**config.mk**
```make
export PLATFORM = sky130hd
export DESIGN_NAME = block_assembler_flat
export DESIGN_NICKNAME = d
export VERILOG_FILES = /design/src/rtl/block_assembler_if.sv /design/src/rtl/block_assembler.sv /design/src/flat_wrapper.sv
export SDC_FILE = /design/constraint.sdc
export NUM_CORES = 2
export LEC_CHECK = 0
export ABC_CLOCK_PERIOD_IN_PS = 3320
export CAP_MARGIN = 30
export CORE_MARGIN = 2
export CORE_UTILIZATION = 35
export CTS_CLUSTER_DIAMETER = 100
export DETAILED_ROUTE_END_ITERATION = 12
export PLACE_DENSITY = 0.62
export SYNTH_ARGS = -nofsm -noshare
export SYNTH_HDL_FRONTEND = slang
export SYNTH_SLANG_ARGS = --single-unit
```
**constraint.sdc**
```tcl
create_clock -name clk -period 3.32 [get_ports clk]
set_clock_uncertainty 0.15 [all_clocks]
set_input_delay 0.498 -clock clk [delete_from_list [all_inputs] [get_ports clk]]
set_output_delay 0.498 -clock clk [all_outputs]
set_load 0.01 [all_outputs]
```
**src/rtl/block_assembler_if.sv**
```systemverilog
// Word-stream input and block-stream output of the block assembler, both valid/ready.
// The slave modport is the assembler side and the master modport is the producer/consumer side.
interface block_assembler_if #(
    parameter int WORD_W    = 8,
    parameter int NUM_WORDS = 44,
    parameter int COUNT_W   = $clog2(NUM_WORDS + 1)
);
    logic                          in_valid;
    logic                          in_ready;
    logic [WORD_W-1:0]             in_data;
    logic                          in_last;
    logic                          out_valid;
    logic                          out_ready;
    logic [WORD_W*NUM_WORDS-1:0]   out_data;
    logic [COUNT_W-1:0]            out_count;

    modport master (
        output in_valid, in_data, in_last, out_ready,
        input  in_ready, out_valid, out_data, out_count
    );

    modport slave (
        input  in_valid, in_data, in_last, out_ready,
        output in_ready, out_valid, out_data, out_count
    );
endinterface

```
**src/rtl/block_assembler.sv**
```systemverilog
// Double-buffered word-to-block packer. A block appears one cycle after its last word; a full output stalls
// the fill side for a single block only (in_ready drops while that block waits, then returns the cycle after it moves).
module block_assembler #(
    parameter int WORD_W    = 8,
    parameter int NUM_WORDS = 44,
    parameter int COUNT_W   = $clog2(NUM_WORDS + 1)
) (
    input  logic              clk,
    input  logic              rst_n,
    block_assembler_if.slave  bus
);
    typedef enum logic {
        FILLING = 1'b0,
        PENDING = 1'b1
    } state_t;

    typedef logic [NUM_WORDS-1:0][WORD_W-1:0] blk_t;

    localparam logic [COUNT_W-1:0] LAST_CNT = COUNT_W'(NUM_WORDS - 1);

    state_t             state_q, state_d;
    blk_t               fill_q, fill_d, fill_wr;
    blk_t               out_data_q, out_data_d;
    logic [COUNT_W-1:0] fill_cnt_q, fill_cnt_d;
    logic [COUNT_W-1:0] pend_cnt_q, pend_cnt_d;
    logic [COUNT_W-1:0] out_count_q, out_count_d;
    logic               out_valid_q, out_valid_d;
    logic               in_ready;
    logic               accept;
    logic               complete;
    logic               slot_free;

    assign in_ready      = (state_q == FILLING);
    assign accept        = bus.in_valid & in_ready;
    assign complete      = accept & ((fill_cnt_q == LAST_CNT) | bus.in_last);
    assign slot_free     = ~out_valid_q | bus.out_ready;

    assign bus.in_ready  = in_ready;
    assign bus.out_valid = out_valid_q;
    assign bus.out_data  = out_data_q;
    assign bus.out_count = out_count_q;

    // Word k lands in array element NUM_WORDS-1-k so the first word sits at the MSBs.
    always_comb begin
        fill_wr = fill_q;
        for (int i = 0; i < NUM_WORDS; i++) begin
            if (fill_cnt_q == COUNT_W'(i)) begin
                fill_wr[NUM_WORDS-1-i] = bus.in_data;
            end
        end
    end

    always_comb begin
        state_d     = state_q;
        fill_d      = fill_q;
        fill_cnt_d  = fill_cnt_q;
        pend_cnt_d  = pend_cnt_q;
        out_data_d  = out_data_q;
        out_count_d = out_count_q;
        out_valid_d = out_valid_q;

        if (out_valid_q && bus.out_ready) begin
            out_valid_d = 1'b0;
        end

        case (state_q)
            FILLING: begin
                if (accept) begin
                    if (complete && slot_free) begin
                        out_data_d  = fill_wr;
                        out_count_d = fill_cnt_q + COUNT_W'(1);
                        out_valid_d = 1'b1;
                        fill_d      = '0;
                        fill_cnt_d  = '0;
                    end else if (complete) begin
                        // Block is finished but the output is still occupied; park it here.
                        fill_d      = fill_wr;
                        pend_cnt_d  = fill_cnt_q + COUNT_W'(1);
                        state_d     = PENDING;
                    end else begin
                        fill_d      = fill_wr;
                        fill_cnt_d  = fill_cnt_q + COUNT_W'(1);
                    end
                end
            end
            PENDING: begin
                if (slot_free) begin
                    out_data_d  = fill_q;
                    out_count_d = pend_cnt_q;
                    out_valid_d = 1'b1;
                    fill_d      = '0;
                    fill_cnt_d  = '0;
                    state_d     = FILLING;
                end
            end
            default: state_d = FILLING;
        endcase
    end

    always_ff @(posedge clk or negedge rst_n) begin
        if (!rst_n) begin
            state_q     <= FILLING;
            fill_q      <= '0;
            fill_cnt_q  <= '0;
            pend_cnt_q  <= '0;
            out_data_q  <= '0;
            out_count_q <= '0;
            out_valid_q <= 1'b0;
        end else begin
            state_q     <= state_d;
            fill_q      <= fill_d;
            fill_cnt_q  <= fill_cnt_d;
            pend_cnt_q  <= pend_cnt_d;
            out_data_q  <= out_data_d;
            out_count_q <= out_count_d;
            out_valid_q <= out_valid_d;
        end
    end
endmodule

```
**src/flat_wrapper.sv**
```systemverilog
// flat-port wrapper written by rule: the top's interface ports become plain ports
module block_assembler_flat 
#(
    parameter int WORD_W    = 8,
    parameter int NUM_WORDS = 44,
    parameter int COUNT_W   = $clog2(NUM_WORDS + 1)
)
  (clk, rst_n, bus_in_valid, bus_in_data, bus_in_last, bus_out_ready, bus_in_ready, bus_out_valid, bus_out_data, bus_out_count);
  block_assembler_if #(.WORD_W(WORD_W), .NUM_WORDS(NUM_WORDS), .COUNT_W(COUNT_W)) bus_i ();
  input  logic clk;
  input  logic rst_n;
  input wire logic [$bits(bus_i.in_valid)-1:0] bus_in_valid;
  input wire logic [$bits(bus_i.in_data)-1:0] bus_in_data;
  input wire logic [$bits(bus_i.in_last)-1:0] bus_in_last;
  input wire logic [$bits(bus_i.out_ready)-1:0] bus_out_ready;
  output wire logic [$bits(bus_i.in_ready)-1:0] bus_in_ready;
  output wire logic [$bits(bus_i.out_valid)-1:0] bus_out_valid;
  output wire logic [$bits(bus_i.out_data)-1:0] bus_out_data;
  output wire logic [$bits(bus_i.out_count)-1:0] bus_out_count;
  assign bus_i.in_valid = bus_in_valid;
  assign bus_i.in_data = bus_in_data;
  assign bus_i.in_last = bus_in_last;
  assign bus_i.out_ready = bus_out_ready;
  assign bus_in_ready = bus_i.in_ready;
  assign bus_out_valid = bus_i.out_valid;
  assign bus_out_data = bus_i.out_data;
  assign bus_out_count = bus_i.out_count;
  block_assembler #(.WORD_W(WORD_W), .NUM_WORDS(NUM_WORDS), .COUNT_W(COUNT_W)) u_core (.clk(clk), .rst_n(rst_n), .bus(bus_i));
endmodule
```
Word level (Yosys, flattened, before mapping)
Cells that the tools add are included.
{"block": "word_totals", "inputBits": 13, "reg_bits": 724, "romBits": 0, "mem_bits_rw": 0, "memories": 0, "elab_cells": 226, "output_inout_bits": 360, "latchBits": 0}
{"block": "op_classes", "order_cmp": 0, "bitwise_logic": 7, "n_eq_ne": 47, "div": 0, "mux": 71, "n_addsub": 1, "n_reduce_logical": 7, "n_mul": 0, "shift": 0}
{"cell": "$mux 352", "count": 6}
{"cell": "$pmux 352 s2", "count": 2}
{"cell": "$mux 8", "count": 44}
{"cell": "$eq 6x5->1 const B", "count": 16}
{"cell": "$eq 6x6->1 const B", "count": 12}
{"cell": "$eq 6x4->1 const B", "count": 8}
{"cell": "$mux 6", "count": 7}
{"cell": "$eq 6x3->1 const B", "count": 4}
{"cell": "$pmux 6 s2", "count": 2}
{"cell": "$eq 6x2->1 const B", "count": 2}
{"cell": "$mux 1", "count": 8}
{"cell": "$add 6x1->6 const B", "count": 1}
{"cell": "$eq 6x1->1 const B", "count": 1}
{"cell": "$logic_not 6->1", "count": 1}
{"cell": "$ne 2x2->1 const B", "count": 3}
{"cell": "$reduce_and 3->1", "count": 2}
{"cell": "$pmux 1 s2", "count": 2}
{"cell": "$reduce_and 4->1", "count": 1}
{"cell": "$ne 3x3->1 const B", "count": 1}
{"cell": "$not 1->1", "count": 3}
{"cell": "$and 1x1->1", "count": 2}
{"cell": "$logic_and 1x1->1", "count": 2}
{"cell": "$or 1x1->1", "count": 2}
{"cell": "$reduce_and 2->1", "count": 1}

Longest topological paths before layout
{"block": "logic_depth", "depth_word": 7, "depth_mapped": 8, "mapped_depth_nobuf": 6}

Least setup slack after synthesis
OpenSTA, ideal clock, no wires.
{"block": "synth_path", "path_type": "register -> register", "startpoint": "register u_core.fill_cnt_q[0]", "endpoint": "register u_core.fill_q[64] in the netlist's numbering", "period_less_slack_ns": 2.122, "arrival_ns": 1.852, "n_path_buf": 1, "path_stages_with_launch": 7, "required_time_ns": 3.049, "setup_time_ns": 0.121, "path_slack_ns": 1.198, "path_cell_list": "dfrtp_1 -> ha_1 -> clkbuf_1 -> or3b_2 -> nor2_1 -> a21oi_1 -> a22o_1"}
{"block": "synth_between", "elab_chain_cells": 7, "elab_cells_between_ends": 9, "classes_between": "eq/ne (2); mux (4); bitwise (2); reduce/logical (1)"}
{"item": "start, declared", "line_no": "block_assembler.sv:24", "rtl": "logic [COUNT_W-1:0] fill_cnt_q, fill_cnt_d;"}
{"item": "start signal, assigned", "line_no": "block_assembler.sv:112", "rtl": "fill_cnt_q <= fill_cnt_d;"}
{"item": "$eq 6x6->1", "line_no": "block_assembler.sv:35", "rtl": "assign complete = accept & ((fill_cnt_q == LAST_CNT) | bus.in_last);"}
{"item": "$or 1x1->1", "line_no": "block_assembler.sv:35"}
{"item": "$and 1x1->1", "line_no": "block_assembler.sv:35"}
{"item": "$logic_and 1x1->1", "line_no": "block_assembler.sv:69", "rtl": "if (complete && slot_free) begin"}
{"item": "$mux 352 (*)", "line_no": "block_assembler.sv:69"}
{"item": "$mux 352 (*)", "line_no": "block_assembler.sv:68", "rtl": "if (accept) begin"}
{"item": "$pmux 352 s2 (*)", "line_no": "block_assembler.sv:66", "rtl": "case (state_q)"}
{"item": "end signal, assigned", "line_no": "block_assembler.sv:111", "rtl": "fill_q <= fill_d;"}
{"item": "end, declared", "line_no": "block_assembler.sv:22", "rtl": "blk_t fill_q, fill_d, fill_wr;"}
Every way passes the cells marked *; elsewhere a longest branch is shown, timed or not. The select of a mux whose other input is x is not followed.
A chain may end at the register's enable or synchronous reset.

Final worst setup path
{"block": "layout_path", "startpoint": "register u_core.fill_cnt_q[1]", "endpoint": "register u_core.out_data_q (netlist bit u_core.bus.out_data[330])"}
{"block": "layout_between", "elab_chain_cells": 6, "elab_cells_between_ends": 11, "classes_between": "eq/ne (3); mux (4); bitwise (2); reduce/logical (2)"}
{"item": "$eq 6x6->1", "line_no": "block_assembler.sv:35"}
{"item": "$or 1x1->1", "line_no": "block_assembler.sv:35"}
{"item": "$and 1x1->1", "line_no": "block_assembler.sv:35"}
{"item": "$logic_and 1x1->1", "line_no": "block_assembler.sv:69"}
{"item": "$ne 2x2->1 (no line)"}
{"item": "$reduce_and 3->1 (no line)"}
{"item": "end signal, assigned", "line_no": "block_assembler.sv:114", "rtl": "out_data_q <= out_data_d;"}
{"item": "end, declared", "line_no": "block_assembler.sv:23", "rtl": "blk_t out_data_q, out_data_d;"}
Parallel ways exist; a longest one is shown, timed or not. The select of a mux whose other input is x is not followed.

==> results.ini <==
[run_status]
status=finished, final reports clean

[critical_path]
worst-path-buf-inv=2
rrSetupSlack_ns=0.36
cp-end-kind=flop
cp_common_cell=a21oi_1
r2r_start=u_core.fill_cnt_q[1]$_DFFE_PN0P_
path_class=reg -> reg
rr_worst_depth=7
crit_path_top_delay_cell=ha_1
critPathMaxStageDelay_ns=0.49
worstPathArrival_ns=3.36
crit_family=compound AO/OA/AOI/OAI gates
r2r-end=u_core.bus.out_data[330]$_DFFE_PN0P_
worst-path-max-fanout=40
start_kind=flop
cp_cell_sequence=ha_1 > nand3b_4 > o31ai_4 > buf_12 > buf_4 > a21oi_1 > a21oi_1
required_ns=3.73

[cts]
insertion_delay_ns=0.64
clockRootBuffer=clkbuf_16
postCtsResizedCells=0
cts.sinks=724
htreeDepth=3
cts_tree=built
cts_max_path_buffers=3
clkTransAtPathRegs_ns=0.06
cts_buffers=81

[grt]
top_usage_layer=met2
grt_pass1_vias=24900
grt_use_met3_pct=4.32
grt_pass1_wl_um=167000
use_met1_pct=32.1
antenna_found_initial=3
grt_overflow=0
grt_max_degree=130
grt.total_usage_pct=23.4
met2_usage_pct=36.7

[die]
die_y_um=307
coreArea_um2=91200
start_util_pct=35.1
fp.dieW_um=307
rows=111
dieArea_um2=94000
io_pins=373

[timing]
finalCriticalPeriod_ns=2.96
max_clock_freq_mhz=338
slew_headroom_pct=30.0
slew_violations=0
rsz0062_at_grt=no
post-route-worst-setup-slack_ns=0.363
setup_viol=0
setup_tns_ns=0
worst_pin_slew_ns=1.05
min_period_over_period_pct=89.1
hold_violations=0

[yosys]
ys_ff_latch=724
ys_seq_area_share_pct=56.5
yosys-top-cells-area=dfrtp_1 (57%), a21oi_1 (12%), mux2i_1 (10%)
netlist_top_cells_count=a21oi_1 (748), dfrtp_1 (724), mux2i_1 (330)
synth_cell_types=64
synth.avg_cell_area_um2=11.6
synthesis.area_um2=32100
synth.top_cell.area_share_pct=56.5
synth_top_cell_by_area=dfrtp_1
synth_ff_type=dfrtp_1
ys_async_sr_fraction_pct=100
synth_most_common_cell=a21oi_1
syn_inst=2765
synth_nets=2782
yosys_warnings=0
synth_edf_count=0

[route]
drt-pass1-iter-count=6
first_iter_violations=2346
wire_per_inst_um=26.0
viasPerCell=5.70
final_antenna_net_count=0
routed_wl_um=112000
vias=24700
drc=0

[power_and_ir_drop]
power.density_nw_per_um2=627
peakVddDrop_mv=0.356
p_leak_nw=18.5

[run]
drv_cap=0

[cells_and_area]
fin_area_um2=39900
final_layout_size_suffix_gt1_share_pct=11.9
nNetsFinal=3092
final_util_pct=43.8
syn2layout_area_growth_pct=24.5

[hold_path]
hold_end=u_core.bus.out_data[215]$_DFFE_PN0P_
hp-start=bus_in_data[7]
hp-class=in -> reg
hold_path_depth=3

[placed_design]
port_buffers=372
placed_cell_area_um2=37200
dp_hpwl_um=73800
gp_congestion=0.833
preCtsSetupSlack_ns=0.383

## worst max-delay path by stage
stage | startpoint | to | slack (ns) | depth (start not counted)
finish | u_core.fill_cnt_q[1]$_DFFE_PN0P_ | u_core.bus.out_data[330]$_DFFE_PN0P_ | 0.36 | 7
global route | u_core.fill_cnt_q[1]$_DFFE_PN0P_ | u_core.bus.out_data[276]$_DFFE_PN0P_ | 0.17 | 6
CTS | u_core.fill_cnt_q[1]$_DFFE_PN0P_ | u_core.bus.out_data[276]$_DFFE_PN0P_ | 0.34 | 6
detailed placement | u_core.fill_cnt_q[1]$_DFFE_PN0P_ | u_core.bus.out_data[276]$_DFFE_PN0P_ | 0.38 | 6
global placement | u_core.fill_cnt_q[1]$_DFFE_PN0P_ | u_core.bus.out_data[276]$_DFFE_PN0P_ | 0.37 | 6
floorplan | u_core.fill_cnt_q[0]$_DFFE_PN0P_ | u_core.fill_q[64]$_DFFE_PN0P_ | 1.20 | 6
## metrics by stage
stage | total power [W] | hold WS [ns] | std cells
2_1_floorplan | 0.0128 | 0.0524 | 2765
3_3_place_gp | 0.0160 | 0.321 | 4177
3_5_place_dp | 0.0160 | 0.323 | 4177
4_1_cts | 0.0252 | 0.0521 | 4327
5_1_grt | 0.0261 | 0.0973 | 4328
6_report | 0.0250 | 0.0930 | 4329
## layout by cell type, fill, tap and decap left out, types with 24 or more instances in the layout
cell type / count
o2bb2ai_1: 35
mux2i_1: 330
dfrtp_1: 724
buf_12: 24
nor2_1: 33
a21oi_1: 748
clkdlybuf4s50_1: 363
nor3_1: 43
clkbuf_16: 83
buf_4: 119
a22o_1: 317
nand2_1: 40
## cell type report
class                           count  area [µm²]
Antenna cell                        2        5.00
Fill cell                        8543       51300
Timing Repair Buffer              516        5070
Inverter                           15        56.3
Clock inverter                     38         408
Tap cell                         1186        1480
Sequential cell                   724       18100
Clock buffer                      111        2290
Multi-Input combinational cell   1737       12500
## kinds of logic (layout without fill, tap and decap cells)
family / after synthesis / after routing / share of synthesized area, %
and+or+nand+nor: 226 / 226 / 4.28
DFF: 724 / 724 / 56.5
buffers and inverters: 304 / 680 / 4.71
muxes: 336 / 336 / 10.5
AOI/OAI and AO/OA: 1167 / 1167 / 23.7
other: 0 / 2 / 0
xor gates and xnor gates: 4 / 4 / 0.109
adders and majority gates: 4 / 4 / 0.156
## worst min-delay path: stages
cell,delay (ns)
buf_2,0.18
nand2_1,0.09
a31oi_1,0.07
## layer usage
| layer | routed length (µm) | vias up |
|---|---|---|
| li1 | - | 10900 |
| met1 | 48500 | 12700 |
| met2 | 52500 | 893 |
| met3 | 7050 | 212 |
| met4 | 4390 | 2 |
| met5 | 11 | - |
## what timing repair did
item,CTS,global route
setup buffers,0,0
hold endpoints to repair,50,0
hold buffers,1,0
## sequential cells by signal, indices dropped and copies added (netlist names)
register	flops
u_core.fill_q	352
u_core.bus.out_data	352
u_core.bus.out_valid	1
u_core.state_q	1
u_core.pend_cnt_q	6
u_core.bus.out_count	6
u_core.fill_cnt_q	6
## report_power, final
| group | internal (W) | leakage [nW] | switching [W] |
|---|---|---|---|
| sequential | 0.00985 | 9.38 | 0.000771 |
| combinational | 0.00246 | 7.76 | 0.00279 |
| clock | 0.00535 | 1.34 | 0.00382 |
| total | 0.0177 | 18.5 | 0.00739 |
(Power assumes the default switching activity.)
==> edit (config.mk and constraints unchanged) <==
`WORD_W` is set to 8 in 3 places; all go to 10.
--- a/src/rtl/block_assembler_if.sv
+++ b/src/rtl/block_assembler_if.sv
@@ -2,5 +2,5 @@
 // The slave modport is the assembler side and the master modport is the producer/consumer side.
 interface block_assembler_if #(
-    parameter int WORD_W    = 8,
+    parameter int WORD_W    = 10,
     parameter int NUM_WORDS = 44,
     parameter int COUNT_W   = $clog2(NUM_WORDS + 1)
--- a/src/rtl/block_assembler.sv
+++ b/src/rtl/block_assembler.sv
@@ -2,5 +2,5 @@
 // the fill side for a single block only (in_ready drops while that block waits, then returns the cycle after it moves).
 module block_assembler #(
-    parameter int WORD_W    = 8,
+    parameter int WORD_W    = 10,
     parameter int NUM_WORDS = 44,
     parameter int COUNT_W   = $clog2(NUM_WORDS + 1)
--- a/src/flat_wrapper.sv
+++ b/src/flat_wrapper.sv
@@ -2,5 +2,5 @@
 module block_assembler_flat 
 #(
-    parameter int WORD_W    = 8,
+    parameter int WORD_W    = 10,
     parameter int NUM_WORDS = 44,
     parameter int COUNT_W   = $clog2(NUM_WORDS + 1)
Ports: changed (resized bus_in_data and bus_out_data); port bits go from 373 to 463. The function was not compared with the original's and may differ.
==> edit against the original RTL <==
- cell area grew 25%
- power rose by 27%
- count of clock-buffer cells in the layout rose by 20
- sequential power rose by 25%
- utilization is 1.4 points higher
- synthesized area is 22% higher
- setup slack worse by 160 ps
- worst hold slack better by 88 ps
- routed wire length up 28%
- sequential share of layout area fell by 0.31 points
- sequential cell count up 176
- critical endpoint is now bus_in_ready
- largest power group unchanged
- highest routed layer unchanged
==> edit: results (changes against the original RTL) <==
| Metric | Value |
|---|---|
| Iter 0 DRT Violations | `2943 (+25%)` |
| Worst EP arrival | `2470 ps (-890 ps)` |
| First-pass GRT wire length | `210000 um (+26%)` |
| Post-synthesis sequential area ratio | `57.7% (+1.1 points)` |
| DPL Wire Length | `96500 um (+31%)` |
| TritonCTS buffer count | `97 (+20%)` |
| Worst VDD drop | `457 uV (+28%)` |
| GR Util met2 | `38.9% (+2.2 points)` |
| IO Port Bufs | `462 (+24%)` |
| Fraction of area in multi-input gates | `29.7% (-1.6 points)` |
| GRT Total Usage | `24.5% (+1.1 points)` |
| FF+latch count | `900 (+24%)` |
| CLK BUF | `131 (+18%)` |
| Filler instances | `10213 (+20%)` |
| Grt met1 use | `34.4% (+2.2 points)` |
| PostCTS Resize Cnt | `0 (unchanged)` |
| Routed vias/inst | `5.70 (about the same)` |
| ClkCell Share | `6.88% (+0.11 points)` |
| Layout cell share with drive strength beyond 1 | `12.6% (+0.70 points)` |
| Largest net degree at the start of global routing | `170 (+31%)` |
| Non-clock buffers | `704 (+36%)` |
| Synth top area cells | `dfrtp_1, a21oi_1, mux2i_1` |
| Placed insts | `5265 (+26%)` |
| Placed instance area | `46500 um^2 (+25%)` |
| Final net count | `3896 (+26%)` |
| Final WL | `144000 um (+28%)` |
| Post-CTS setup buffers | `0 (unchanged)` |
| Post-synth top cells | `a21oi_1, dfrtp_1, mux2i_1` |
| Multi-input gate area in the final layout | `14800 um^2 (+19%)` |
| Core ar. | `111000 um^2 (+21%)` |
| Multi-Input Combinational | `2112 (+22%)` |
| CTS H-tree depth | `3 (unchanged)` |
| Pleak | `23.1 nW (+25%)` |
| Seq. cell area | `22500 um^2 (+24%)` |
| Post-synth top flop | `dfrtp_1` |
| Signal buf overhead | `14.2% (+1.5 points)` |
| Non-clock inverters | `62 (+47)` |
| Slew HR | `39.4% (+9.4 points)` |
| Status | `complete, no violations` |
| Distinct cells, synth | `66 (+3.1%)` |
| Ant. Diodes | `1 (-1)` |
| Syn Area/Cell | `11.3 um^2 (-2.4%)` |
| Pre-CTS setup slack | `171 ps (-212 ps)` |
| Clk_lat worst skew | `690 ps (+50 ps)` |
| Drt pass-1 iters | `8 (+2)` |
| Finished Layout Cells | `5447 (+26%)` |
| Initial antenna violation count | `3 (unchanged)` |
| Share of the synthesized area in the top cell type | `57.7% (+1.1 points)` |
| Met3 GRT Util | `4.09% (-0.23 points)` |
| Syn_nets | `3470 (+25%)` |
## edit: cell families (layout without fill, tap and decap cells)
| kind of cell | after synthesis | count (layout) | share of synthesized area, % |
|---|---|---|---|
| compound gates | 1453 | 1453 | 23.5 |
| flops | 900 | 900 | 57.7 |
| buf+inv | 439 | 946 | 4.65 |
| mux | 404 | 404 | 10.4 |
| simple gates | 247 | 247 | 3.57 |
| fa+ha+maj | 4 | 4 | 0.128 |
| xor+xnor | 4 | 4 | 0.0897 |
| other cells | 0 | 1 | 0 |
## edit: critical path: stages, from the launching register on
cell and delay [ps]:
dfrtp_1 550, buf_4 270, inv_1 90, buf_4 200, clkdlybuf4s50_1 680
## edit: power by group
part	switching [mW]	internal [mW]	leakage, nW
sequential	0.991	12.3	11.7
combinational	3.66	3.16	9.75
clock	4.71	7.01	1.68
total	9.37	22.4	23.1
## edit: layer usage
layer / wire (um) / vias up
met1: 62000 / 15982
li1: - / 13553
met4: 3950 / 2
met5: 13 / -
met2: 68000 / 1314
met3: 9980 / 190
## edit: path summary, 6_finish.rpt
check                                                        to                             start  slack [ps]  cells past startpoint
setup / recovery                                   bus_in_ready          u_core.state_q$_DFF_PN0_         200                      4
setup reg to reg           u_core.bus.out_data[178]$_DFFE_PN0P_  u_core.fill_cnt_q[0]$_DFFE_PN0P_         310                      6
hold reg to reg                  u_core.fill_q[329]$_DFFE_PN0P_    u_core.fill_q[329]$_DFFE_PN0P_         340                      1
min in group asynchronous        u_core.fill_q[422]$_DFFE_PN0P_                             rst_n         190                      2
max in group asynchronous   u_core.bus.out_data[85]$_DFFE_PN0P_                             rst_n        1680                      4
hold / removal              u_core.bus.out_data[80]$_DFFE_PN0P_                    bus_in_data[0]         180                      3
## edit: repair_timing
action	CTS	global route
hold endpoints to repair	72	0
hold buffers	1	0
setup endpoints to repair	0	0
